<file path="config.mk">
export PLATFORM = sky130hd
export DESIGN_NAME = core_sequencer_flat
export DESIGN_NICKNAME = d
export VERILOG_FILES = /design/src/rtl/core_sequencer_if.sv /design/src/rtl/core_sequencer.sv /design/src/flat_wrapper.sv
export SDC_FILE = /design/constraint.sdc
export NUM_CORES = 1
export LEC_CHECK = 0
export ABC_AREA = 1
export CAP_MARGIN = 20
export CELL_PAD_IN_SITES_DETAIL_PLACEMENT = 0
export CELL_PAD_IN_SITES_GLOBAL_PLACEMENT = 1
export CORE_MARGIN = 5
export CORE_UTILIZATION = 39
export DETAILED_ROUTE_END_ITERATION = 7
export PLACE_DENSITY = 0.95
export SLEW_MARGIN = 10
export SYNTH_ARGS = -nofsm -noshare
export SYNTH_HDL_FRONTEND = slang
export SYNTH_SLANG_ARGS = --single-unit
</file>
<file path="constraint.sdc">
create_clock -name clk -period 2.6 [get_ports clk]
set_input_delay 0.65 -clock clk [delete_from_list [all_inputs] [get_ports clk]]
set_output_delay 0.65 -clock clk [all_outputs]
set_load 0.01 [all_outputs]
</file>
<file path="src/rtl/core_sequencer_if.sv">
// Control bus between the sequencer and the RV32I datapath.
//   opcode/funct3  : instruction fields from the IR (datapath -> sequencer)
//   branch_taken   : ALU compare result, meaningful in EXEC
//   ir_we, pc_we, rf_we, mem_read_en, mem_write_en : datapath write strobes
//   pc_sel, wb_sel : mux selects that qualify pc_we / rf_we
interface core_sequencer_if;
  logic [6:0] opcode;
  logic [2:0] funct3;
  logic       branch_taken;
  logic       ir_we;
  logic       pc_we;
  logic [1:0] pc_sel;
  logic       rf_we;
  logic [1:0] wb_sel;
  logic       mem_read_en;
  logic       mem_write_en;

  // Sequencer side
  modport master (
    input  opcode, funct3, branch_taken,
    output ir_we, pc_we, pc_sel, rf_we, wb_sel, mem_read_en, mem_write_en
  );

  // Datapath side
  modport slave (
    output opcode, funct3, branch_taken,
    input  ir_we, pc_we, pc_sel, rf_we, wb_sel, mem_read_en, mem_write_en
  );
endinterface

</file>
<file path="src/rtl/core_sequencer.sv">
// Multi-cycle control FSM for the RV32I core: steps each instruction through
// FETCH, DECODE, EXEC, MEM and WB, halting on ECALL or an illegal encoding.
//   clk, rst_b : clock, asynchronous active-low reset
//   bus        : control bus (instruction fields in, strobes/selects out)
//   halted     : core stopped (sticky until reset)
//   illegal    : halt was caused by an illegal encoding
//   state      : current FSM state, for debug
//   instret    : retired-instruction count (wraps)
// Strobes are Moore decodes of the state register and latched instruction
// class, so they drop in the same instant rst_b falls. pc_sel during a branch
// EXEC follows branch_taken combinationally.
module core_sequencer #(
  parameter int unsigned MEM_WAIT = 1
) (
  input  logic             clk,
  input  logic             rst_b,
  core_sequencer_if.master bus,
  output logic             halted,
  output logic             illegal,
  output logic [2:0]       state,
  output logic [31:0]      instret
);

  localparam int unsigned CNT_W = 4;
  localparam int unsigned RET_W = 32;
  localparam logic [CNT_W-1:0] MEM_LOAD = CNT_W'(MEM_WAIT - 1);

  typedef enum logic [2:0] {
    ST_IDLE   = 3'd0,
    ST_FETCH  = 3'd1,
    ST_DECODE = 3'd2,
    ST_EXEC   = 3'd3,
    ST_MEM    = 3'd4,
    ST_WB     = 3'd5,
    ST_HALT   = 3'd6
  } state_e;

  typedef enum logic [2:0] {
    CL_ALU    = 3'd0,
    CL_JAL    = 3'd1,
    CL_JALR   = 3'd2,
    CL_LOAD   = 3'd3,
    CL_STORE  = 3'd4,
    CL_BRANCH = 3'd5
  } class_e;

  state_e             state_q, state_d;
  class_e             cls_q, cls_d;
  logic [CNT_W-1:0]   cnt_q, cnt_d;
  logic               illegal_q, illegal_d;
  logic [RET_W-1:0]   instret_q, instret_d;

  class_e             dec_cls;
  logic               dec_ok;
  logic               dec_ecall;

  logic               ir_we_c, pc_we_c, rf_we_c, rd_en_c, wr_en_c;
  logic [1:0]         pc_sel_c, wb_sel_c;

  // Instruction classification from the IR fields
  always_comb begin
    dec_cls   = CL_ALU;
    dec_ok    = 1'b0;
    dec_ecall = 1'b0;
    case (bus.opcode)
      7'h33, 7'h13, 7'h37, 7'h17: dec_ok = 1'b1;
      7'h6F: begin
        dec_cls = CL_JAL;
        dec_ok  = 1'b1;
      end
      7'h67: begin
        dec_cls = CL_JALR;
        dec_ok  = 1'b1;
      end
      7'h03: begin
        dec_cls = CL_LOAD;
        dec_ok  = bus.funct3 inside {3'd0, 3'd1, 3'd2, 3'd4, 3'd5};
      end
      7'h23: begin
        dec_cls = CL_STORE;
        dec_ok  = bus.funct3 inside {3'd0, 3'd1, 3'd2};
      end
      7'h63: begin
        dec_cls = CL_BRANCH;
        dec_ok  = !(bus.funct3 inside {3'd2, 3'd3});
      end
      7'h73: dec_ecall = 1'b1;
      default: ;
    endcase
  end

  // State register
  always_ff @(posedge clk or negedge rst_b) begin
    if (!rst_b) begin
      state_q   <= ST_IDLE;
      cls_q     <= CL_ALU;
      cnt_q     <= '0;
      illegal_q <= 1'b0;
      instret_q <= '0;
    end else begin
      state_q   <= state_d;
      cls_q     <= cls_d;
      cnt_q     <= cnt_d;
      illegal_q <= illegal_d;
      instret_q <= instret_d;
    end
  end

  // Next state and strobe decode
  always_comb begin
    state_d   = state_q;
    cls_d     = cls_q;
    cnt_d     = cnt_q;
    illegal_d = illegal_q;
    instret_d = instret_q;
    ir_we_c   = 1'b0;
    pc_we_c   = 1'b0;
    pc_sel_c  = 2'd0;
    rf_we_c   = 1'b0;
    wb_sel_c  = 2'd0;
    rd_en_c   = 1'b0;
    wr_en_c   = 1'b0;

    case (state_q)
      ST_IDLE: state_d = ST_FETCH;

      ST_FETCH: begin
        ir_we_c = 1'b1;
        state_d = ST_DECODE;
      end

      ST_DECODE: begin
        cls_d = dec_cls;
        if (dec_ecall) begin
          state_d   = ST_HALT;
          // ECALL retires even though it never touches the PC
          instret_d = instret_q + RET_W'(1);
        end else if (!dec_ok) begin
          state_d   = ST_HALT;
          illegal_d = 1'b1;
        end else begin
          state_d = ST_EXEC;
        end
      end

      ST_EXEC: begin
        case (cls_q)
          CL_BRANCH: begin
            pc_we_c  = 1'b1;
            pc_sel_c = {1'b0, bus.branch_taken};
            state_d  = ST_FETCH;
          end
          CL_LOAD, CL_STORE: begin
            cnt_d   = MEM_LOAD;
            state_d = ST_MEM;
          end
          default: state_d = ST_WB;
        endcase
      end

      ST_MEM: begin
        if (cls_q == CL_LOAD) begin
          rd_en_c = 1'b1;
        end else begin
          // Counter still at its load value only on the first MEM cycle
          wr_en_c = (cnt_q == MEM_LOAD);
        end
        if (cnt_q == '0) begin
          if (cls_q == CL_LOAD) begin
            state_d = ST_WB;
          end else begin
            pc_we_c = 1'b1;
            state_d = ST_FETCH;
          end
        end else begin
          cnt_d = cnt_q - CNT_W'(1);
        end
      end

      ST_WB: begin
        rf_we_c = 1'b1;
        pc_we_c = 1'b1;
        state_d = ST_FETCH;
        case (cls_q)
          CL_LOAD: wb_sel_c = 2'd1;
          CL_JAL: begin
            wb_sel_c = 2'd2;
            pc_sel_c = 2'd1;
          end
          CL_JALR: begin
            wb_sel_c = 2'd2;
            pc_sel_c = 2'd2;
          end
          default: ;
        endcase
      end

      ST_HALT: state_d = ST_HALT;

      default: state_d = ST_IDLE;
    endcase

    if (pc_we_c) begin
      instret_d = instret_q + RET_W'(1);
    end
  end

  assign bus.ir_we        = ir_we_c;
  assign bus.pc_we        = pc_we_c;
  assign bus.pc_sel       = pc_sel_c;
  assign bus.rf_we        = rf_we_c;
  assign bus.wb_sel       = wb_sel_c;
  assign bus.mem_read_en  = rd_en_c;
  assign bus.mem_write_en = wr_en_c;

  assign halted  = (state_q == ST_HALT);
  assign illegal = illegal_q;
  assign state   = state_q;
  assign instret = instret_q;

endmodule

</file>
<file path="src/flat_wrapper.sv">
// flat-port wrapper written by rule: the top's interface ports become plain ports
module core_sequencer_flat 
#(
  parameter int unsigned MEM_WAIT = 1
)
  (clk, rst_b, halted, illegal, state, instret, bus_opcode, bus_funct3, bus_branch_taken, bus_ir_we, bus_pc_we, bus_pc_sel, bus_rf_we, bus_wb_sel, bus_mem_read_en, bus_mem_write_en);
  core_sequencer_if bus_i ();
  input  logic clk;
  input  logic rst_b;
  output logic halted;
  output logic illegal;
  output logic [2:0] state;
  output logic [31:0] instret;
  input wire logic [$bits(bus_i.opcode)-1:0] bus_opcode;
  input wire logic [$bits(bus_i.funct3)-1:0] bus_funct3;
  input wire logic [$bits(bus_i.branch_taken)-1:0] bus_branch_taken;
  output wire logic [$bits(bus_i.ir_we)-1:0] bus_ir_we;
  output wire logic [$bits(bus_i.pc_we)-1:0] bus_pc_we;
  output wire logic [$bits(bus_i.pc_sel)-1:0] bus_pc_sel;
  output wire logic [$bits(bus_i.rf_we)-1:0] bus_rf_we;
  output wire logic [$bits(bus_i.wb_sel)-1:0] bus_wb_sel;
  output wire logic [$bits(bus_i.mem_read_en)-1:0] bus_mem_read_en;
  output wire logic [$bits(bus_i.mem_write_en)-1:0] bus_mem_write_en;
  assign bus_i.opcode = bus_opcode;
  assign bus_i.funct3 = bus_funct3;
  assign bus_i.branch_taken = bus_branch_taken;
  assign bus_ir_we = bus_i.ir_we;
  assign bus_pc_we = bus_i.pc_we;
  assign bus_pc_sel = bus_i.pc_sel;
  assign bus_rf_we = bus_i.rf_we;
  assign bus_wb_sel = bus_i.wb_sel;
  assign bus_mem_read_en = bus_i.mem_read_en;
  assign bus_mem_write_en = bus_i.mem_write_en;
  core_sequencer #(.MEM_WAIT(MEM_WAIT)) u_core (.clk(clk), .rst_b(rst_b), .bus(bus_i), .halted(halted), .illegal(illegal), .state(state), .instret(instret));
endmodule
</file>
# Word level (Yosys, flattened, before mapping)
# Cells that the tools add are included.
# classes
bitwise,2
n_mux,30
addsub,2
reduce_logical,17
eq_ne,29
# ops
op,n
32-bit 2-to-1 mux,3
32-bit by 1-bit adder with 32-bit output (second input constant),1
7-bit == test (second input constant),4
3-bit == test (second input constant),7
7-bit by 6-bit == test with 1-bit output (second input constant),3
3-bit by 2-bit == test with 1-bit output (second input constant),6
3-bit one-hot mux with 6 select lines,1
3-bit one-hot mux with 5 select lines,1
7-bit by 5-bit == test with 1-bit output (second input constant),2
3-bit 2-to-1 mux,4
2-bit one-hot mux with 2 select lines,3
1-bit 2-to-1 mux,11
3-bit by 1-bit == test with 1-bit output (second input constant),3
4-bit 2-to-1 mux,2
4-bit one-hot mux with 2 select lines,1
2-bit nonzero test,4
7-bit by 2-bit == test with 1-bit output (second input constant),1
3-bit zero test,2
3-bit one-hot mux with 2 select lines,1
3-bit AND reduction,2
2-bit OR reduction,3
6-bit OR reduction,1
5-bit nonzero test,1
4-bit zero test,1
other kinds (10),12
# word_totals
register_bits,43
output_inout_bits,46
inputBits,13
wordCells,85

# Logic depth before layout (Yosys ltp)
# depth
ltp_word,7
depth_mapped,10

# Worst setup path after synthesis
# No wires, ideal clock.
# synth_path
kind,register -> output
start,"reg u_core.state_q[2], in the netlist u_core.state[2]"
end,out bus_pc_we
t_required_ps,1950
arrival_ps,1354
stages_incl_launch_ff,7
path_buffers,1
slack_ps,596
path_cell_list,dfrtp_1 inv_2 nand3_1 nor2_2 nor2_8 buf_1 nand2_1
# synth_between
elab_chain_cells,2
word_cells_on_any_way,4
# synth_lines
item,line,rtl
from (decl),core_sequencer.sv:47,"state_e state_q, state_d;"
from (signal assigned),core_sequencer.sv:101,state_q <= state_d;
3-bit == test / 3-bit by 2-bit == test with 1-bit output (equally long branches),core_sequencer.sv:124,case (state_q)
1-bit one-hot mux with 3 select lines (*),core_sequencer.sv:124,
to (decl),flat_wrapper.sv:18,output wire logic [$bits(bus_i.pc_we)-1:0] bus_pc_we;
# Every way passes the cells marked *; elsewhere a longest branch is shown, timed or not.

# Worst setup path after layout
# layout_path
start,"reg u_core.state_q[0], in the netlist u_core.state[0]"
end,out bus_pc_sel[0]
# layout_between
elab_chain_cells,2
word_cells_on_any_way,3
# layout_lines
item,line,rtl
3-bit == test / 3-bit by 2-bit == test with 1-bit output (equally long branches),core_sequencer.sv:124,
2-bit one-hot mux with 2 select lines (*),core_sequencer.sv:124,
to (decl),flat_wrapper.sv:19,output wire logic [$bits(bus_i.pc_sel)-1:0] bus_pc_sel;
# Marks and branches as above.

==> flow_metrics.tcl <==
set metrics [dict create \
    cts.sinks 43 \
    max_freq_ghz 0.407 \
    drive_gt1_share_pct 7.27 \
    h-tree-depth 2 \
    grt_pass1_vias 3026 \
    ant_nets 0 \
    total_power_mw 2.23 \
    max-slew-margin-rel_pct 78.1 \
    vdd_drop_max_v 0.000466 \
    worstMarginPinSlew_ns 0.328 \
    synth.avg_cell_area_um2 6.57 \
    antenna_found_initial 0 \
    async_flop_share_pct 100 \
    diodes 0 \
    muxShareOfSynthArea_pct 0 \
    die_area_um2 9500 \
    grt_max_degree 48 \
    status "complete, no violations" \
    leakage_nw 1.71 \
    cpMostUsedCell "inv_1" \
    cap_viol_max_count 0 \
    synth_nets 469 \
    drt_iter0_drc 131 \
    num_io_pins 59 \
    synth_cell_types 29 \
    grt.total_usage_pct 17.4 \
    cts.reportedPaths.clkPinSlew_ns 0.08 \
    ys_ff_latch 43 \
    wl_per_cell_um 12.9 \
    vias_per_cell 4.92 \
    crit_path_end_kind "output pin" \
    crit_slowest_cell "clkdlybuf4s50_1" \
    synth_top_family_by_area "simple AND/OR/NAND/NOR gates" \
    r2r-start "u_core.instret[0]" \
    final-setup-viol-count 0 \
    synth-edff-count 0 \
    crit_required_ns 1.95 \
    syn-cell-area_um2 2980 \
    ff2ff_path_depth 10 \
    cp_top_family "buffers and inverters" \
    reg2reg_slack_ns 0.64 \
    synthXorXnorAreaFrac_pct 3.23 \
    ctsLongestPathBuffers 2 \
    ys.flop_type "dfrtp_1" \
    met3_length_um 540 \
    path_class "reg2out" \
    top_layer "met4" \
    area_growth_pct 28.1 \
    powerDensity_nw_per_um2 583 \
    yosys.area_share.adder_pct 0.839 \
    critPathBufInv 3 \
    synth_compound_area_share_pct 4.57 \
    routedLengthMet1_um 3470 \
    grt_pass1_wl_um 13900 \
    hold_viol_final 0 \
    report.final.slew_viol_count 0 \
    crit_arrival_ns 1.80 \
    critPathMaxFanout 4 \
    slowest_delay_ns 0.56 \
    cts_made_buffers 5 \
    timing.rr.end "u_core.instret[26]" \
    vias 3063 \
    drt-total-wl_um 8010 \
    yosysSeqAreaShare_pct 36.1 \
    place_hpwl_um 6090 \
    fin_nets 539 \
    coreArea_um2 7370 \
    path_cells "inv_1 > nor3_4 > inv_1 > o21ai_0 > clkdlybuf4s50_1" \
    clkLatencyLatePin_ns 0.29 \
    mostFrequentLayoutCells "nand2_1 (173), nor2_1 (68), clkdlybuf4s50_1 (55)" \
    fin_tns_setup_ns 0 \
    grt_setup_unrepaired "false" \
    overflow 0 \
    io_buffers 58 \
    fin_crit_ns 2.45 \
    netlist_instances 454 \
    start_util_pct 40.5 \
    skew_ns 0.00644 \
    hold_path_class "in2async" \
    regArea_um2 1080 \
    cts_root_buf "clkbuf_8" \
    synthSimpleGateAreaFrac_pct 46.7 \
    multi_input_area_um2 1660 \
    ys_top_cells_by_area "dfrtp_1 (36%), nand2_1 (22%), nor2_1 (8.7%), inv_1 (5.7%), nand3_1 (5.0%)" \
    rows 31 \
    critPathLaunchType "register" \
    layout_commonest_cell "nand2_1" \
    gp_congestion 0.920 \
    drc_errors 0 \
    wl_met2_um 3870 \
    yosysWarnings 0 \
    cts_tree "done" \
    first_pass_iters 4 \
    die_h_um 97.5 \
    n_fill_cell 754 \
    synth_top_area_share_pct 36.1 \
    yosysTopAreaCell "dfrtp_1" \
    dieWidth_um 97.5 \
    period_share_pct 94.4 \
]
==> synthesized netlist by cell type, types with 2 or more instances <==
cell type  instances
nand3_2            4
nor2_1            69
buf_6              3
xor2_1             9
nor2_2             3
o21ai_0            7
a21oi_1            5
ha_1               2
inv_2              5
nor3_1             2
nand3b_1           8
nand4_1           20
clkbuf_1           2
dfrtp_1           43
nor2_8             2
inv_1             45
o21ai_1           11
nand3_1           30
nand2_1          173
xnor2_1            2
==> registers in the layout, summed over array words and instances, names as in the netlist <==
name,cells
u_core.cls_q,3
u_core.cnt_q,4
u_core.illegal,1
u_core.instret,32
u_core.state,3
==> cell families (layout without fill, tap and decap cells) <==
logic type               after synthesis  count (layout)
AND/OR/NAND/NOR                      314             314
buffers and inverters                 58             127
flip-flops                            43              43
AO/OA/AOI/OAI                         26              26
XOR/XNOR                              11              11
adder cells (fa/ha/maj)                2               2
==> worst reg2reg max path, delay by kind of cell (launching register included) <==
| family | cells | cell delay (ns) |
|---|---|---|
| and+or+nand+nor | 9 | 1.10 |
| DFF | 1 | 0.48 |
| adders and majority gates | 1 | 0.29 |
==> timing repair <==
item                                   in CTS  in global routing
endpoints found under the hold margin       0                  0
gates resized for setup                     1                  4
hold buffers                                0                  0
pin swaps                                   2                  2
setup endpoints to repair                   4                  3
buffers inserted                            2                  5
==> metrics by stage <==
stage | area (um^2) | std cells | utilization [%] | hold slack, ns | setup slack, ns
2_1_floorplan | 2980 | 454 | - | 0.354 | 0.596
3_3_place_gp | 3680 | 609 | 50.0 | 0.448 | 0.163
3_5_place_dp | 3680 | 609 | 50.0 | 0.456 | 0.159
4_1_cts | 3770 | 617 | 51.2 | 0.331 | 0.00564
5_1_grt | 3820 | 622 | 51.9 | 0.340 | 0.0101
6_report | 3820 | 622 | 51.9 | 0.320 | 0.145
==> layer usage <==
metal / global-route usage, % / up-vias
met5: 0 / -
met4: 4.79 / 0
met3: 4.95 / 14
met2: 30.5 / 81
met1: 20.9 / 1385
li1: - / 1583
==> worst max-delay path by stage <==
stage | start | endpoint | slack, ns | cells after the start
2_1_floorplan | u_core.state[2] | bus_pc_we | 0.60 | 6
3_3_place_gp | bus_branch_taken | bus_pc_sel[0] | 0.16 | 4
3_5_place_dp | bus_branch_taken | bus_pc_sel[0] | 0.16 | 4
4_1_cts | u_core.state[0] | bus_pc_we | 0.006 | 6
5_1_grt | u_core.state[0] | bus_pc_sel[0] | 0.01 | 5
6_report | u_core.state[0] | bus_pc_sel[0] | 0.15 | 5
==> where the power goes <==
group / internal (mW) / total, mW / switching [mW]
registers: 0.752 / 0.854 / 0.102
logic: 0.403 / 0.982 / 0.579
clock network: 0.179 / 0.392 / 0.213
total: 1.33 / 2.23 / 0.894
==> final cells by class <==
| class | count | share of cell area (%) |
|---|---|---|
| inverters | 50 | 4.91 |
| clock buffers | 6 | 1.90 |
| well taps | 99 | 3.24 |
| multi-input cells | 353 | 43.4 |
| flip-flops and latches | 43 | 28.2 |
| repair buffers | 71 | 18.4 |
No activity file was read; power rests on OpenSTA's default activity.
